### src/rtl/out_byte_writer_pkg.sv
// Shared definitions for the output-latch write path: default latch geometry
// and the serialiser state encoding.
package out_byte_writer_pkg;
  localparam int OBW_WIDTH  = 8;
  localparam int OBW_ADDR_W = 3;

  typedef enum logic [1:0] {
    ST_IDLE  = 2'd0,
    ST_WRITE = 2'd1,
    ST_DONE  = 2'd2
  } obw_state_e;
endpackage

### src/rtl/out_byte_writer.sv
// Serialises a byte or single-bit request into one-bit-per-cycle latch writes,
// LSB first, honouring downstream writeDisable and a per-bit write mask.
module out_byte_writer
  import out_byte_writer_pkg::*;
#(
  parameter int WIDTH  = OBW_WIDTH,
  parameter int ADDR_W = OBW_ADDR_W
) (
  input  logic              clk,
  input  logic              rst,
  input  logic              start,
  input  logic              byte_mode,
  input  logic [WIDTH-1:0]  byte_data,
  input  logic [WIDTH-1:0]  mask,
  input  logic [ADDR_W-1:0] bit_addr,
  input  logic              bit_data,
  input  logic              writeDisable,
  output logic              data,
  output logic              write,
  output logic [ADDR_W-1:0] addr,
  output logic              busy,
  output logic              done
);

  localparam logic [WIDTH-1:0]  ONE_HOT0 = {{(WIDTH-1){1'b0}}, 1'b1};
  localparam logic [ADDR_W-1:0] LAST_IDX = ADDR_W'(WIDTH-1);

  obw_state_e        r_state, w_next;
  logic [ADDR_W-1:0] r_idx, r_last;
  logic [WIDTH-1:0]  r_shreg, r_mreg;

  always_comb begin
    w_next = r_state;
    case (r_state)
      ST_IDLE:  if (start) w_next = ST_WRITE;
      ST_WRITE: if (!writeDisable && (r_idx == r_last)) w_next = ST_DONE;
      ST_DONE:  w_next = ST_IDLE;
      default:  w_next = ST_IDLE;
    endcase
  end

  always_ff @(posedge clk) begin
    if (!rst) begin
      r_state <= ST_IDLE;
      r_idx   <= '0;
      r_last  <= '0;
      r_shreg <= '0;
      r_mreg  <= '0;
    end else begin
      r_state <= w_next;
      case (r_state)
        ST_IDLE: if (start) begin
          if (byte_mode) begin
            r_shreg <= byte_data;
            r_mreg  <= mask;
            r_idx   <= '0;
            r_last  <= LAST_IDX;
          end else begin
            // Single-bit request reuses the byte path as a one-entry window.
            r_shreg           <= '0;
            r_shreg[bit_addr] <= bit_data;
            r_mreg            <= ONE_HOT0 << bit_addr;
            r_idx             <= bit_addr;
            r_last            <= bit_addr;
          end
        end
        ST_WRITE: if (!writeDisable && (r_idx != r_last)) r_idx <= r_idx + 1'b1;
        default: ;
      endcase
    end
  end

  // Stall is folded in combinationally so the selector never sees a stale strobe.
  assign addr  = r_idx;
  assign data  = r_shreg[r_idx];
  assign write = (r_state == ST_WRITE) & r_mreg[r_idx] & ~writeDisable;
  assign busy  = (r_state != ST_IDLE);
  assign done  = (r_state == ST_DONE);

endmodule

### config.mk
export PLATFORM = sky130hd
export DESIGN_NAME = out_byte_writer
export DESIGN_NICKNAME = d
export VERILOG_FILES = /design/src/rtl/out_byte_writer_pkg.sv /design/src/rtl/out_byte_writer.sv
export SDC_FILE = /design/constraint.sdc
export NUM_CORES = 1
export LEC_CHECK = 0
export CAP_MARGIN = 25
export CORE_ASPECT_RATIO = 0.7
export CORE_MARGIN = 4
export CORE_UTILIZATION = 49
export DETAILED_ROUTE_END_ITERATION = 8
export PLACE_DENSITY_LB_ADDON = 0.25
export SLEW_MARGIN = 20
export SYNTH_ARGS = -nofsm -noshare
export SYNTH_HDL_FRONTEND = slang
export SYNTH_SLANG_ARGS = --single-unit
### constraint.sdc
create_clock -name clk -period 1.5 [get_ports clk]
set_input_delay 0.15 -clock clk [delete_from_list [all_inputs] [get_ports clk]]
set_output_delay 0.15 -clock clk [all_outputs]
set_load 0.02 [all_outputs]
==> impl_metrics.yaml, run 1 <==
final_layout:
  multi_input_area_um2: 808
  layout_commonest_cell: "clkdlybuf4s50_1"
  area_growth_pct: 48.7
  ff_latch_area_um2: 488
  final_net_count: 220
  drive_gt1_share_pct: 26.9
  fill_cells: 177
  layout_common_cells: "clkdlybuf4s50_1, nor2_1, dfxtp_1"
  diodes: 0
synthesis:
  synthCells: 146
  ys_async_sr_fraction_pct: 0
  yosysWarnings: 0
  ys_seq_area_share_pct: 35.7
  synth_edf_count: 0
  netlist_area_mm2: 0.00135
  synth_seq_cells: 24
  syn_nets: 172
  ys.flop_type: "dfxtp_1"
  synth_cell_types: 32
  postSynthAreaPerCell_um2: 9.23
global_routing:
  grt_max_degree: 40
  grt_pass1_vias: 1276
  antenna_found_initial: 0
  grt_pass1_wl_um: 5950
  track_usage_pct: 21.1
  overflow: 0
worst_setup_path:
  crit_path_end: "data"
  rrSetupSlack_ns: -0.08
  cp.required_ns: 1.35
  criticalPathCategory: "flip-flop to output pin"
  critPathMaxFanout: 5
  start_kind: "flip-flop"
  end_kind: "output pin"
  cp-startpoint: "addr[0]"
  rr_startpoint: "r_state[1]"
  reg2reg_to: "r_shreg[2]"
  cp.arrival_ns: 1.62
  reg2reg_depth: 7
floorplan:
  io_pins: 32
  dieArea_mm2: 0.00367
  start_util_pct: 53.2
  rows: 15
  die_w_um: 70.7
  coreArea_mm2: 0.00253
  die_h_um: 51.9
run_status:
  status: "finished with violations"
  failed_checks: "negative setup slack"
sta:
  skew_ns: 0.00374
  post-route-period-util_pct: 118
  tightest_slew_ns: 0.326
  setup_viol: 7
  period_needed_ns: 1.77
  hold_ws_ns: 0.491
  max_freq_mhz: 566
  finalHoldViolations: 0
  drv_slew: 0
  setup_slack_ns: -0.268
  rsz0062_at_grt: "yes"
  max_slew_margin_pct: 78.2
drt:
  dr.first_iter.drc_count: 120
  num_vias: 1428
  drcViolationCount: 0
  drt-total-wl_um: 4550
  viasPerCell: 6.29
  routedWlPerCell_um: 20.0
  antenna_left: 0
  detailedRoute.firstPassIterationCount: 4
power:
  power.total_mw: 1.91
  vdd_drop_max_mv: 0.605
  power_leakage_nw: 0.801
  powerDensity_mw_per_mm2: 953
place:
  gp_congestion: 0.824
  dpl.hpwl_um: 2650
  io_buffer_count: 31
cts:
  root_buffer: "clkbuf_8"
  numCtsBuffers: 3
  cts_hold_buffers: 0
  path_clk_slew_ns: 0.09
  numClockSinks: 24
  tritoncts: "yes"
  clk_latency_ns: 0.27
  cts_max_level: 1
  cts_buffer_depth: 2
min_path:
  hp-start: "r_state[0]"
  hp-class: "flip-flop to flip-flop"
flow_run:
  drv_cap: 0
==> report_power, final <==
group          internal, mW  switching [mW]  total (mW)
clock network         0.235           0.220       0.455
registers             0.705          0.0725       0.778
logic                 0.375           0.302       0.677
total                  1.31           0.594        1.91
==> metal layers <==
metal / global-route usage, % / vias to the layer above / part of all wire [%]
li1: - / 644 / -
met1: 25.7 / 697 / 41
met2: 35.4 / 73 / 47
met3: 5.98 / 14 / 7.8
met4: 8.75 / 0 / 3.5
met5: 0 / - / 0
==> Yosys cell counts, types with 2 or more instances <==
master / count / area [um2]
mux4_1: 4 / 105
clkbuf_1: 4 / 15.0
nor2b_1: 4 / 25.0
nor4_1: 3 / 18.8
buf_4: 5 / 37.5
dfxtp_1: 24 / 480
xnor2_1: 2 / 17.5
mux2i_1: 2 / 20.0
nor3_1: 7 / 35.0
nor2_1: 25 / 93.8
nand2b_1: 4 / 25.0
nand2_1: 6 / 22.5
xnor2_2: 2 / 32.5
buf_2: 4 / 20.0
inv_1: 2 / 7.51
a22oi_1: 6 / 45.0
o311a_1: 4 / 40.0
nand3b_1: 2 / 15.0
a32oi_1: 2 / 17.5
a211oi_1: 15 / 113
o211a_1: 3 / 30.0
or2_1: 2 / 12.5
o221ai_1: 2 / 17.5
a21oi_1: 4 / 20.0
==> sequential cells by signal (all words and copies together) (netlist names) <==
name / count
addr: 3
r_last: 3
r_mreg: 8
r_shreg: 8
r_state: 2
==> final cells by class <==
cell class,instances,share of cell area [%]
clock buffers,4,2.75
inverters,2,0.375
multi-input cells,106,40.3
flip-flops and latches,24,24.4
well taps,34,2.12
repair buffers,57,30.0
==> through the flow <==
stage	area [um2]	setup TNS [ns]	setup WS (ns)	std cells	utilization (%)
finish	2000	-0.795	-0.268	227	79.1
global route	2000	-1.43	-0.326	227	79.1
CTS	1800	-0.656	-0.237	217	71.1
detailed placement	1760	-0.799	-0.370	213	69.3
global placement	1760	-0.661	-0.360	213	69.3
floorplan	1360	0	0.000697	146	-
==> critical path, cell delays in order (launching register included) <==
cell	delay [ns]
dfxtp_4	0.41
mux4_2	0.52
mux2_4	0.29
buf_6	0.13
==> cells by family (layout without fill, tap and decap cells) <==
group / after synthesis / in the layout / share of synthesized area, %
multiplexers: 7 / 7 / 10.1
adder cells (fa/ha/maj): 1 / 1 / 0.928
AO/OA/AOI/OAI: 39 / 39 / 23.2
XOR/XNOR: 4 / 4 / 3.71
AND/OR/NAND/NOR: 55 / 55 / 19.6
flip-flops: 24 / 24 / 35.7
buffers and inverters: 16 / 63 / 6.78
==> worst min-delay path by stage <==
stage / to / slack [ns] / depth (start not counted)
finish: r_state[0] / 0.49 / 1
global route: r_state[0] / 0.52 / 1
CTS: r_shreg[6] / 0.50 / 2
detailed placement: r_shreg[6] / 0.49 / 2
global placement: r_shreg[6] / 0.49 / 2
floorplan: r_state[1] / 0.23 / 1
==> repair_timing <==
action | in CTS | in global routing
pin swaps | 0 | 12
setup buffers | 0 | 5
cloned | 0 | 5
resized for setup | 20 | 12
setup endpoints to repair | 10 | 25
No activity file was read; power rests on OpenSTA's default activity.
==> run 2: changes to the inputs <==
--- a/config.mk
+++ b/config.mk
@@ -6,11 +6,12 @@
 export NUM_CORES = 1
 export LEC_CHECK = 0
 export CAP_MARGIN = 25
-export CORE_ASPECT_RATIO = 0.7
+export CORE_ASPECT_RATIO = 1.75
 export CORE_MARGIN = 4
 export CORE_UTILIZATION = 49
 export DETAILED_ROUTE_END_ITERATION = 8
 export PLACE_DENSITY_LB_ADDON = 0.25
+export SETUP_SLACK_MARGIN = 0.5
 export SLEW_MARGIN = 20
 export SYNTH_ARGS = -nofsm -noshare
 export SYNTH_HDL_FRONTEND = slang
==> impl_metrics.yaml, run 2 (synthesis gave the netlist of run 1 again) <==
place:
  gp_congestion: 0.816
  io_buffer_count: 31
  dp_cells: 207
  dpl.hpwl_um: 2770
  pre_cts_ws_ns: -0.349
cts:
  tritoncts: "yes"
  cts_buffer_depth: 2
  path_clk_slew_ns: 0.10
  numCtsBuffers: 3
  clk_latency_ns: 0.28
  numClockSinks: 24
  cts_hold_buffers: 0
  cts_max_level: 1
  root_buffer: "clkbuf_8"
power:
  p_clk_share_pct: 22.3
  power_leakage_nw: 0.969
  powerDensity_mw_per_mm2: 970
  vdd_drop_max_mv: 0.955
  netSwitchingFraction_pct: 35.2
  power.switching_uw: 835
  p_seq_share_pct: 34.8
  internal-power_mw: 1.54
  power_frac_comb_pct: 42.9
global_routing:
  antenna_found_initial: 0
  track_usage_pct: 35.8
  overflow: 0
  grt_pass1_vias: 1666
  grt_max_degree: 20
  grt_pass1_wl_um: 9300
drt:
  routedWlPerCell_um: 32.2
  antenna_left: 0
  drt-total-wl_um: 7600
  detailedRoute.firstPassIterationCount: 5
  num_vias: 1754
  dr.first_iter.drc_count: 137
  viasPerCell: 7.43
  drcViolationCount: 0
worst_setup_path:
  cp.required_ns: 1.35
  rrSetupSlack_ns: -0.16
  start_kind: "flip-flop"
  criticalPathCategory: "flip-flop to output pin"
  critical-path-top-delay-family: "multiplexers"
  crit_chain: "mux4_1 > mux2i_1 > nor3_2 > buf_2"
  cp.arrival_ns: 1.92
  critPathMaxFanout: 6
  crit_slowest_cell: "mux4_1"
  cp_num_buf_inv: 1
  end_kind: "output pin"
  slowest_delay_ns: 0.69
final_layout:
  final_net_count: 237
  drive_gt1_share_pct: 51.4
  layout_common_cells: "clkdlybuf4s50_1, buf_4, buf_6"
  fill_cells: 54
  ff_latch_area_um2: 499
  top_regs: "r_mreg (8), r_shreg (8)"
  diodes: 0
  area_growth_pct: 81.4
  fin_cells: 236
  multi_input_area_mm2: 0.00106
floorplan:
  rows: 24
  start_util_pct: 52.8
  io_pins: 32
  dieArea_mm2: 0.00369
  coreArea_mm2: 0.00255
  die_h_um: 77.4
  die_w_um: 47.6
sta:
  post-route-period-util_pct: 138
  hold_ws_ns: 0.471
  period_needed_ns: 2.07
  setup_viol: 7
  max_freq_mhz: 482
  tightest_slew_ns: 0.410
  finalSetupTns_ns: -1.31
  setup_slack_ns: -0.573
  skew_ns: 0.00829
  drv_slew: 0
  rsz0062_at_grt: "yes"
  finalHoldViolations: 0
  max_slew_margin_pct: 72.6
min_path:
  hp-class: "flip-flop to flip-flop"
run_status:
  failed_checks: "negative setup slack"
  status: "finished with violations"
flow_run:
  drv_cap: 0
[run 2: final cells by class]
type / count / area share (%)
multi-input combinational: 106 / 43.5
timing repair buffer: 74 / 31.7
sequential: 24 / 20.4
clock buffer: 4 / 2.71
tap: 26 / 1.33
inverter: 2 / 0.307
[run 2: layer usage]
metal / GRT usage, % / part of all wire (%) / vias up
li1: - / - / 674
met1: 39.1 / 32 / 849
met2: 61.8 / 50 / 176
met3: 7.18 / 11 / 55
met4: 16.2 / 7.7 / 0
met5: 0 / 0 / -
[run 2: power by group through the flow]
stage          Sequential (mW)  Clock (mW)  Combinational [mW]
2_1_floorplan            0.770           0               0.355
3_3_place_gp             0.781           0               0.526
3_5_place_dp             0.787           0               0.541
4_1_cts                  0.802       0.507               0.819
5_1_grt                  0.824       0.555                1.05
6_report                 0.826       0.529                1.02
[run 2: repair_timing]
action,in CTS,in global routing
pin swaps,7,7
endpoints found under the setup margin,31,31
resized for setup,105,21
buffers inserted,14,9
gates cloned,2,0
[run 2: worst paths after layout]
check | start | endpoint | depth (start not counted)
min reg2reg | r_state[1] | r_state[0] | 1
min | r_state[1] | r_state[0] | 1
max reg2reg | r_state[0] | r_shreg[3] | 6
max | addr[0] | write | 4
[run 2: metrics by stage]
stage                     total power [mW]  instance area (um2)  utilization [%]
after global placement                1.31                 1770             69.2
final                                 2.37                 2440             95.8
after CTS                             2.13                 2290             89.7
after global routing                  2.43                 2440             95.8
after floorplan                       1.12                 1380                -
after detailed placement              1.33                 1770             69.2
